[config.mk]
export PLATFORM = sky130hd
export DESIGN_NAME = mcpu_control_flat
export DESIGN_NICKNAME = d
export VERILOG_FILES = /design/src/rtl/mcpu_control_if.sv /design/src/rtl/mcpu_control.sv /design/src/flat_wrapper.sv
export SDC_FILE = /design/constraint.sdc
export NUM_CORES = 1
export LEC_CHECK = 0
export CORE_UTILIZATION = 37
export CTS_BUF_LIST = sky130_fd_sc_hd__clkbuf_8
export DETAILED_ROUTE_END_ITERATION = 8
export PLACE_DENSITY = 0.78
export SYNTH_ARGS = -nofsm -noshare
export SYNTH_HDL_FRONTEND = slang
export SYNTH_SLANG_ARGS = --single-unit
[constraint.sdc]
create_clock -name clk -period 1.3 [get_ports clk]
set_input_delay 0.13 -clock clk [delete_from_list [all_inputs] [get_ports clk]]
set_output_delay 0.13 -clock clk [all_outputs]
set_load 0.02 [all_outputs]
[src/rtl/mcpu_control_if.sv]
// Control bundle between the multi-cycle MIPS main controller and its datapath.
// The controller takes the master view: it observes the IR fields and the
// ALU zero flag, and it drives every enable and select in the datapath.
interface mcpu_control_if;
    logic [5:0] opcode;
    logic [5:0] funct;
    logic       zero;
    logic       pc_write;
    logic       iord;
    logic       mem_read;
    logic       mem_write;
    logic       ir_write;
    logic       reg_write;
    logic       reg_dst;
    logic       mem_to_reg;
    logic       alu_src_a;
    logic [1:0] alu_src_b;
    logic       ext_zero;
    logic [1:0] pc_source;
    logic [3:0] alu_ctrl;
    logic       instr_done;
    logic [3:0] state;

    modport master (
        input  opcode, funct, zero,
        output pc_write, iord, mem_read, mem_write, ir_write, reg_write,
               reg_dst, mem_to_reg, alu_src_a, alu_src_b, ext_zero,
               pc_source, alu_ctrl, instr_done, state
    );

    modport slave (
        output opcode, funct, zero,
        input  pc_write, iord, mem_read, mem_write, ir_write, reg_write,
               reg_dst, mem_to_reg, alu_src_a, alu_src_b, ext_zero,
               pc_source, alu_ctrl, instr_done, state
    );
endinterface

[src/rtl/mcpu_control.sv]
// Main control FSM of the multi-cycle MIPS CPU. Moore decode of the state
// register, except for the branch-taken PC load and the NOP completion in
// DECODE. All controls are forced low while rst_n is low.
module mcpu_control (
    input  logic           clk,
    input  logic           rst_n,
    mcpu_control_if.master bus
);
    typedef enum logic [3:0] {
        S_FETCH  = 4'd0,  S_DECODE = 4'd1,  S_MEMADR = 4'd2,  S_MEMRD = 4'd3,
        S_MEMWB  = 4'd4,  S_MEMWR  = 4'd5,  S_RTEX   = 4'd6,  S_RTWB  = 4'd7,
        S_BRANCH = 4'd8,  S_ITEX   = 4'd9,  S_ITWB   = 4'd10, S_JUMP  = 4'd11
    } state_t;

    localparam logic [5:0] OP_RTYPE = 6'h00, OP_J    = 6'h02, OP_BEQ  = 6'h04,
                           OP_BNE   = 6'h05, OP_ADDI = 6'h08, OP_SLTI = 6'h0A,
                           OP_ANDI  = 6'h0C, OP_ORI  = 6'h0D, OP_XORI = 6'h0E,
                           OP_LW    = 6'h23, OP_SW   = 6'h2B;

    localparam logic [3:0] ALU_ADD = 4'd0, ALU_SUB = 4'd1, ALU_AND = 4'd2,
                           ALU_OR  = 4'd3, ALU_XOR = 4'd4, ALU_NOR = 4'd5,
                           ALU_SLT = 4'd6;

    state_t     state_reg;
    state_t     state_next;
    logic       rt_ok;
    logic [3:0] rt_alu;
    logic       it_ok;
    logic [3:0] it_alu;
    logic       it_ez;

    // State register; reset returns to FETCH regardless of the current state.
    always_ff @(posedge clk) begin
        if (!rst_n) state_reg <= S_FETCH;
        else        state_reg <= state_next;
    end

    // R-type funct decode into an ALU operation, flagging unsupported functs.
    always_comb begin
        rt_ok  = 1'b1;
        rt_alu = ALU_ADD;
        case (bus.funct)
            6'h20:   rt_alu = ALU_ADD;
            6'h22:   rt_alu = ALU_SUB;
            6'h24:   rt_alu = ALU_AND;
            6'h25:   rt_alu = ALU_OR;
            6'h26:   rt_alu = ALU_XOR;
            6'h27:   rt_alu = ALU_NOR;
            6'h2A:   rt_alu = ALU_SLT;
            default: rt_ok  = 1'b0;
        endcase
    end

    // I-type ALU opcode decode; logical immediates are zero-extended.
    always_comb begin
        it_ok  = 1'b1;
        it_alu = ALU_ADD;
        it_ez  = 1'b0;
        case (bus.opcode)
            OP_ADDI: it_alu = ALU_ADD;
            OP_SLTI: it_alu = ALU_SLT;
            OP_ANDI: begin it_alu = ALU_AND; it_ez = 1'b1; end
            OP_ORI:  begin it_alu = ALU_OR;  it_ez = 1'b1; end
            OP_XORI: begin it_alu = ALU_XOR; it_ez = 1'b1; end
            default: it_ok  = 1'b0;
        endcase
    end

    // Next-state and per-state control outputs, gated off during reset.
    always_comb begin
        state_next     = S_FETCH;
        bus.pc_write   = 1'b0;
        bus.iord       = 1'b0;
        bus.mem_read   = 1'b0;
        bus.mem_write  = 1'b0;
        bus.ir_write   = 1'b0;
        bus.reg_write  = 1'b0;
        bus.reg_dst    = 1'b0;
        bus.mem_to_reg = 1'b0;
        bus.alu_src_a  = 1'b0;
        bus.alu_src_b  = 2'b00;
        bus.ext_zero   = 1'b0;
        bus.pc_source  = 2'b00;
        bus.alu_ctrl   = ALU_ADD;
        bus.instr_done = 1'b0;
        case (state_reg)
            S_FETCH: begin
                bus.mem_read  = 1'b1;
                bus.ir_write  = 1'b1;
                bus.pc_write  = 1'b1;
                bus.alu_src_b = 2'b01;
                state_next    = S_DECODE;
            end
            S_DECODE: begin
                bus.alu_src_b = 2'b11;
                if (bus.opcode == OP_LW || bus.opcode == OP_SW)
                    state_next = S_MEMADR;
                else if (bus.opcode == OP_RTYPE && rt_ok)
                    state_next = S_RTEX;
                else if (bus.opcode == OP_BEQ || bus.opcode == OP_BNE)
                    state_next = S_BRANCH;
                else if (it_ok)
                    state_next = S_ITEX;
                else if (bus.opcode == OP_J)
                    state_next = S_JUMP;
                else
                    bus.instr_done = 1'b1;  // unsupported: retire as a NOP
            end
            S_MEMADR: begin
                bus.alu_src_a = 1'b1;
                bus.alu_src_b = 2'b10;
                state_next    = (bus.opcode == OP_SW) ? S_MEMWR : S_MEMRD;
            end
            S_MEMRD: begin
                bus.mem_read = 1'b1;
                bus.iord     = 1'b1;
                state_next   = S_MEMWB;
            end
            S_MEMWB: begin
                bus.reg_write  = 1'b1;
                bus.mem_to_reg = 1'b1;
                bus.instr_done = 1'b1;
            end
            S_MEMWR: begin
                bus.mem_write  = 1'b1;
                bus.iord       = 1'b1;
                bus.instr_done = 1'b1;
            end
            S_RTEX: begin
                bus.alu_src_a = 1'b1;
                bus.alu_ctrl  = rt_alu;
                state_next    = S_RTWB;
            end
            S_RTWB: begin
                bus.reg_write  = 1'b1;
                bus.reg_dst    = 1'b1;
                bus.instr_done = 1'b1;
            end
            S_BRANCH: begin
                bus.alu_src_a  = 1'b1;
                bus.alu_ctrl   = ALU_SUB;
                bus.pc_source  = 2'b01;
                bus.instr_done = 1'b1;
                bus.pc_write   = (bus.opcode == OP_BEQ &&  bus.zero) ||
                                 (bus.opcode == OP_BNE && !bus.zero);
            end
            S_ITEX: begin
                bus.alu_src_a = 1'b1;
                bus.alu_src_b = 2'b10;
                bus.alu_ctrl  = it_alu;
                bus.ext_zero  = it_ez;
                state_next    = S_ITWB;
            end
            S_ITWB: begin
                bus.reg_write  = 1'b1;
                bus.instr_done = 1'b1;
            end
            S_JUMP: begin
                bus.pc_write   = 1'b1;
                bus.pc_source  = 2'b10;
                bus.instr_done = 1'b1;
            end
            default: state_next = S_FETCH;  // codes 12-15: outputs stay 0
        endcase
        if (!rst_n) begin
            bus.pc_write   = 1'b0;
            bus.iord       = 1'b0;
            bus.mem_read   = 1'b0;
            bus.mem_write  = 1'b0;
            bus.ir_write   = 1'b0;
            bus.reg_write  = 1'b0;
            bus.reg_dst    = 1'b0;
            bus.mem_to_reg = 1'b0;
            bus.alu_src_a  = 1'b0;
            bus.alu_src_b  = 2'b00;
            bus.ext_zero   = 1'b0;
            bus.pc_source  = 2'b00;
            bus.alu_ctrl   = ALU_ADD;
            bus.instr_done = 1'b0;
        end
    end

    assign bus.state = state_reg;
endmodule

[src/flat_wrapper.sv]
// flat-port wrapper written by rule: the top's interface ports become plain ports
module mcpu_control_flat 
  (clk, rst_n, bus_opcode, bus_funct, bus_zero, bus_pc_write, bus_iord, bus_mem_read, bus_mem_write, bus_ir_write, bus_reg_write, bus_reg_dst, bus_mem_to_reg, bus_alu_src_a, bus_alu_src_b, bus_ext_zero, bus_pc_source, bus_alu_ctrl, bus_instr_done, bus_state);
  mcpu_control_if bus_i ();
  input  logic clk;
  input  logic rst_n;
  input wire logic [$bits(bus_i.opcode)-1:0] bus_opcode;
  input wire logic [$bits(bus_i.funct)-1:0] bus_funct;
  input wire logic [$bits(bus_i.zero)-1:0] bus_zero;
  output wire logic [$bits(bus_i.pc_write)-1:0] bus_pc_write;
  output wire logic [$bits(bus_i.iord)-1:0] bus_iord;
  output wire logic [$bits(bus_i.mem_read)-1:0] bus_mem_read;
  output wire logic [$bits(bus_i.mem_write)-1:0] bus_mem_write;
  output wire logic [$bits(bus_i.ir_write)-1:0] bus_ir_write;
  output wire logic [$bits(bus_i.reg_write)-1:0] bus_reg_write;
  output wire logic [$bits(bus_i.reg_dst)-1:0] bus_reg_dst;
  output wire logic [$bits(bus_i.mem_to_reg)-1:0] bus_mem_to_reg;
  output wire logic [$bits(bus_i.alu_src_a)-1:0] bus_alu_src_a;
  output wire logic [$bits(bus_i.alu_src_b)-1:0] bus_alu_src_b;
  output wire logic [$bits(bus_i.ext_zero)-1:0] bus_ext_zero;
  output wire logic [$bits(bus_i.pc_source)-1:0] bus_pc_source;
  output wire logic [$bits(bus_i.alu_ctrl)-1:0] bus_alu_ctrl;
  output wire logic [$bits(bus_i.instr_done)-1:0] bus_instr_done;
  output wire logic [$bits(bus_i.state)-1:0] bus_state;
  assign bus_i.opcode = bus_opcode;
  assign bus_i.funct = bus_funct;
  assign bus_i.zero = bus_zero;
  assign bus_pc_write = bus_i.pc_write;
  assign bus_iord = bus_i.iord;
  assign bus_mem_read = bus_i.mem_read;
  assign bus_mem_write = bus_i.mem_write;
  assign bus_ir_write = bus_i.ir_write;
  assign bus_reg_write = bus_i.reg_write;
  assign bus_reg_dst = bus_i.reg_dst;
  assign bus_mem_to_reg = bus_i.mem_to_reg;
  assign bus_alu_src_a = bus_i.alu_src_a;
  assign bus_alu_src_b = bus_i.alu_src_b;
  assign bus_ext_zero = bus_i.ext_zero;
  assign bus_pc_source = bus_i.pc_source;
  assign bus_alu_ctrl = bus_i.alu_ctrl;
  assign bus_instr_done = bus_i.instr_done;
  assign bus_state = bus_i.state;
  mcpu_control u_core (.clk(clk), .rst_n(rst_n), .bus(bus_i));
endmodule
==> results.toml, run 1 <==
[outcome]
status = "stopped before the end"
haltStage = "clock tree synthesis (4_1_cts)"
error_message = "[ERROR DPL-0038] Utilization greater than 100%, impossible to legalize"

[placed_design]
placed_area_mm2 = 0.00163
io_buffers = 36
minimum_setup_slack_after_placement_ns = -1.07
detailed_place_hpwl_um = 2960
place_congestion = 0.898

[logic_synthesis]
syn-mean-instance-area_um2 = 6.43
synthesis.yosys.warnings = 0
synthFlopType = "sky130_fd_sc_hd__dfxtp_1"
synth-seq-area-share_pct = 10.8
syn_inst = 115
synth.ff_latch_count = 4
synth_fp_nets = 130
synth.distinct_cells = 42
syn_area_um2 = 739
post_synth_edffs = 0
ffs_w_async_s_r_synth_pct = 0

[clock_network]
cts_repair_resize_count = 200
ctsLongestPathBuffers = 2
numCtsBuffers = 3
cts_sinks = 4
clock_tree_root_driver_cell = "sky130_fd_sc_hd__clkbuf_8"
ctsHtreeMaxLevel = 1
cts_setup_buffers = 28
post_cts_hold_buffer_count = 0

[die]
io_pins = 38
fp.dieH_um = 46.7
initial_core_util_pct = 41.0
die-width_um = 46.7
floorplan.rows = 15
-- stage by stage --
stage	cells	util (%)
floorplan	115	-
detailed placement	212	90.3
global placement	212	90.3
-- cell usage after synthesis, types with 2 or more instances --
cell	n	area share [%]
sky130_fd_sc_hd__o22ai_1	2	1.7
sky130_fd_sc_hd__o21ai_0	8	5.4
sky130_fd_sc_hd__nand2b_1	8	6.8
sky130_fd_sc_hd__nand3b_1	4	4.1
sky130_fd_sc_hd__o31ai_1	2	2.0
sky130_fd_sc_hd__a21oi_1	9	6.1
sky130_fd_sc_hd__nor2_1	14	7.1
sky130_fd_sc_hd__nor4_1	3	2.5
sky130_fd_sc_hd__nand2_1	9	4.6
sky130_fd_sc_hd__nand3_1	3	2.0
sky130_fd_sc_hd__clkbuf_1	7	3.6
sky130_fd_sc_hd__inv_1	5	2.5
sky130_fd_sc_hd__dfxtp_1	4	11
sky130_fd_sc_hd__nor3_1	5	3.4
sky130_fd_sc_hd__nand4b_1	2	2.4
sky130_fd_sc_hd__xnor2_1	2	2.4
sky130_fd_sc_hd__nor3b_1	3	3.0
-- cells by family after synthesis --
group                  count (synthesis)  share of synthesized area (%)
AO/OA/AOI/OAI                         34                           32.8
XOR/XNOR                               2                           2.37
buffers and inverters                 13                           7.11
flip-flops                             4                           10.8
other                                  1                          0.507
AND/OR/NAND/NOR                       61                           46.4
==> run 2, diff against run 1 <==
Settings changed: CORE_AREA from default to 2 2 63 65, CORE_UTILIZATION 37 to default, CTS_BUF_LIST sky130_fd_sc_hd__clkbuf_8 to default, DIE_AREA from default to 0 0 65 67, PLACE_DENSITY 0.78 to default, PLACE_DENSITY_LB_ADDON from default to 0.15.
Clock period 1.3 ns to 1.7 ns, I/O delays scaled along.
==> run 2 against run 1 <==
Compared with the run above: synthesized area did not move; synthesized cell count is the same; the flow now finishes, with violations (setup timing).
==> results.toml, run 2 <==
[routing]
postRouteWirelength_um = 3380
vias_after_detailed_routing = 1217
avgRoutedWirePerCell_um = 13.4
routed_via_density = 4.85
drt_iter0_markers = 88
drt_pre_antenna_iters = 4
remaining_drc_errors = 0
final_antenna_net_count = 0

[placed_design]
minimum_setup_slack_after_placement_ns = -0.806
io_buffers = 36
place_congestion = 0.839
placed_area_mm2 = 0.00150
place.detailed.instances = 238
detailed_place_hpwl_um = 2550

[timing]
max_freq_mhz = 556
timing.clock.skew_ns = 0.000589
timing.final.setup_violations = 4
post-route-worst-setup-slack_ns = -0.0979
unrepaired_setup_endpoints_after_global_routing = "yes"
finalMaxSlewViolations = 0
min_period_over_period_pct = 106
timing.max_slew.rel_slack_pct = 66.2
timing_hold_violations_final = 0
final_worst_path_period_need_ns = 1.80
slew_at_the_pin_closest_to_its_max_slew_limit_ns = 0.501

[logic_synthesis]
ffs_w_async_s_r_synth_pct = 0
post-synth-top-area-fraction_pct = 10.8
synth_fp_nets = 130
synth.most_common_cell = "sky130_fd_sc_hd__nor2_1"
yosysTopAreaCell = "sky130_fd_sc_hd__dfxtp_1"
synth_area_leaders = "sky130_fd_sc_hd__dfxtp_1, sky130_fd_sc_hd__nor2_1, sky130_fd_sc_hd__nand2b_1, sky130_fd_sc_hd__a21oi_1, sky130_fd_sc_hd__o21ai_0"
post_synth_most_frequent_cells = "sky130_fd_sc_hd__nor2_1, sky130_fd_sc_hd__a21oi_1, sky130_fd_sc_hd__nand2_1, sky130_fd_sc_hd__nand2b_1, sky130_fd_sc_hd__o21ai_0"
synth.distinct_cells = 42
synth-seq-area-share_pct = 10.8
synth.ff_latch_count = 4
syn_area_um2 = 739
synthFlopType = "sky130_fd_sc_hd__dfxtp_1"
syn_inst = 115
syn-mean-instance-area_um2 = 6.43
post_synth_edffs = 0
synthesis.yosys.warnings = 0

[clock_network]
ctsLongestPathBuffers = 2
clk_latency_ns = 0.21
numCtsBuffers = 3
cts_tree = "done"
clock_tree_root_driver_cell = "sky130_fd_sc_hd__clkbuf_8"
cts_sinks = 4
cts.reportedPaths.clkPinSlew_ns = 0.03
post_cts_hold_buffer_count = 0
ctsHtreeMaxLevel = 1

[layout]
number_of_flip_flops_under_the_largest_register_name = 4
filler_cell_count = 371
final-instance-count-excl-fill = 251
antennaDiodeCount = 0
final_nets = 220
finish.instance_area_mm2 = 0.00179
layout-drive-gt1-share_pct = 57.1
postLayoutCoreUtil_pct = 49.6
syn2layout_area_growth_pct = 142
final_cell_mix = "sky130_fd_sc_hd__buf_4, sky130_fd_sc_hd__nor2_1, sky130_fd_sc_hd__clkdlybuf4s50_1, sky130_fd_sc_hd__buf_6, sky130_fd_sc_hd__dlygate4sd2_1"
leading_cell_type_in_the_layout_fill_and_taps_excluded = "sky130_fd_sc_hd__buf_4"

[worst_setup_path]
rr_worst_depth = 6
critPathMaxStageDelay_ns = 0.36
timing.setup.critical_path_class = "reg2out"
cp.arrival_ns = 1.63
r2r-end = "u_core.bus.state[3]"
critical_path.startpoint_type = "flip-flop"
critical_path_data_required_time_ns = 1.53
reg2reg_from = "u_core.bus.state[1]"
critical-path-top-cell-by-count = "sky130_fd_sc_hd__buf_4"
critical_path.n_buffers_inverters = 3
worstSetupEndpointType = "output port"
r2r_slack_ns = 0.08
worst_path_max_delay_cell = "sky130_fd_sc_hd__dfxtp_4"
critical_path_depth = 7
timing.critical_path.max_delay_family = "simple AND/OR/NAND/NOR gates"
path_cells = "nor4bb_4 -> buf_4 -> and3b_2 -> buf_4 -> nand2_2 -> a21oi_2 -> buf_6"
worst-path-max-fanout = 5

[grt]
largest_net_degree_at_the_start_of_global_routing = 14
grt_pass1_vias = 1095
grt_pass1_wl_um = 5390
overflow = 0
antenna_violations_before_repair = 0
grt_use_total_pct = 15.6

[die]
fp.dieH_um = 67
floorplan.rows = 22
die-area_mm2 = 0.00436
die-width_um = 65
core-area_mm2 = 0.00361
io_pins = 38
initial_core_util_pct = 20.5

[hold_path]
worst_hold_class = "in2reg"
min_delay_worst_endpoint = "u_core.bus.state[0]"
worstHoldPathCells = 3
min_delay_src = "bus_opcode[3]"

[pwr]
cellPowerDensity_mw_per_mm2 = 355
max-vdd-ir-drop_v = 0.000250
leakage_nw = 0.773

[outcome]
status = "finished, violations left"
violations = "setup timing"

[job]
max_cap_violations = 0
-- run 2: per-stage QoR --
| stage | hold WS [ns] | total power, mW | setup TNS [ns] |
|---|---|---|---|
| finish | 0.606 | 0.635 | -0.226 |
| global route | 0.622 | 0.672 | -0.656 |
| CTS | 0.585 | 0.593 | -0.323 |
| detailed placement | 0.688 | 0.387 | -8.63 |
| global placement | 0.699 | 0.384 | -8.32 |
| floorplan | 0.388 | 0.219 | -0.0273 |
-- run 2: how the worst max path moves through the flow --
stage,start,endpoint,slack (ns)
global placement,bus_opcode[1],bus_pc_write,-0.79
CTS,u_core.bus.state[1],bus_alu_ctrl[1],-0.12
detailed placement,bus_opcode[1],bus_instr_done,-0.81
global route,u_core.bus.state[1],bus_alu_ctrl[1],-0.19
finish,u_core.bus.state[1],bus_alu_ctrl[1],-0.1
floorplan,u_core.bus.state[1],bus_instr_done,-0.03
-- run 2: cell type report --
cell class | instances | area, um2 | area share, %
clock buffer | 3 | 41.3 | 2.31
inverter | 5 | 18.8 | 1.05
multi-input combinational | 98 | 796 | 44.5
sequential | 4 | 95.1 | 5.31
tap | 48 | 60.1 | 3.36
timing repair buffer | 93 | 778 | 43.5
-- run 2: power by group --
| group | internal (mW) | switching (mW) | leakage [nW] |
|---|---|---|---|
| combinational | 0.184 | 0.160 | 0.716 |
| sequential | 0.0948 | 0.00645 | 0.0355 |
| clock | 0.150 | 0.0400 | 0.0216 |
| total | 0.429 | 0.206 | 0.773 |
-- run 2: worst min-delay path, stage by stage --
cell and delay [ns]:
sky130_fd_sc_hd__dlygate4sd2_1 0.32, sky130_fd_sc_hd__a31oi_1 0.19, sky130_fd_sc_hd__o31ai_1 0.08
-- run 2: routing by layer --
metal | up-vias | track usage [%] | share of wire [%]
met2 | 32 | 28.0 | 50
met5 | - | 0 | 0
met1 | 576 | 19.9 | 44
met3 | 2 | 2.03 | 4.9
met4 | 0 | 3.19 | 1.0
li1 | 607 | - | -
-- run 2: kinds of logic after synthesis --
group / count (synthesis) / synth area share [%]
buffers and inverters: 13 / 7.11
XOR/XNOR: 2 / 2.37
AO/OA/AOI/OAI: 34 / 32.8
other: 1 / 0.507
AND/OR/NAND/NOR: 61 / 46.4
flip-flops: 4 / 10.8
-- run 2: repair_timing --
action	CTS	global route
endpoints found under the hold margin	0	0
gates resized for setup	108	41
gates cloned	0	1
endpoints found under the setup margin	21	16
buffers inserted	5	4
pin swaps	11	7
(Power assumes the default switching activity.)
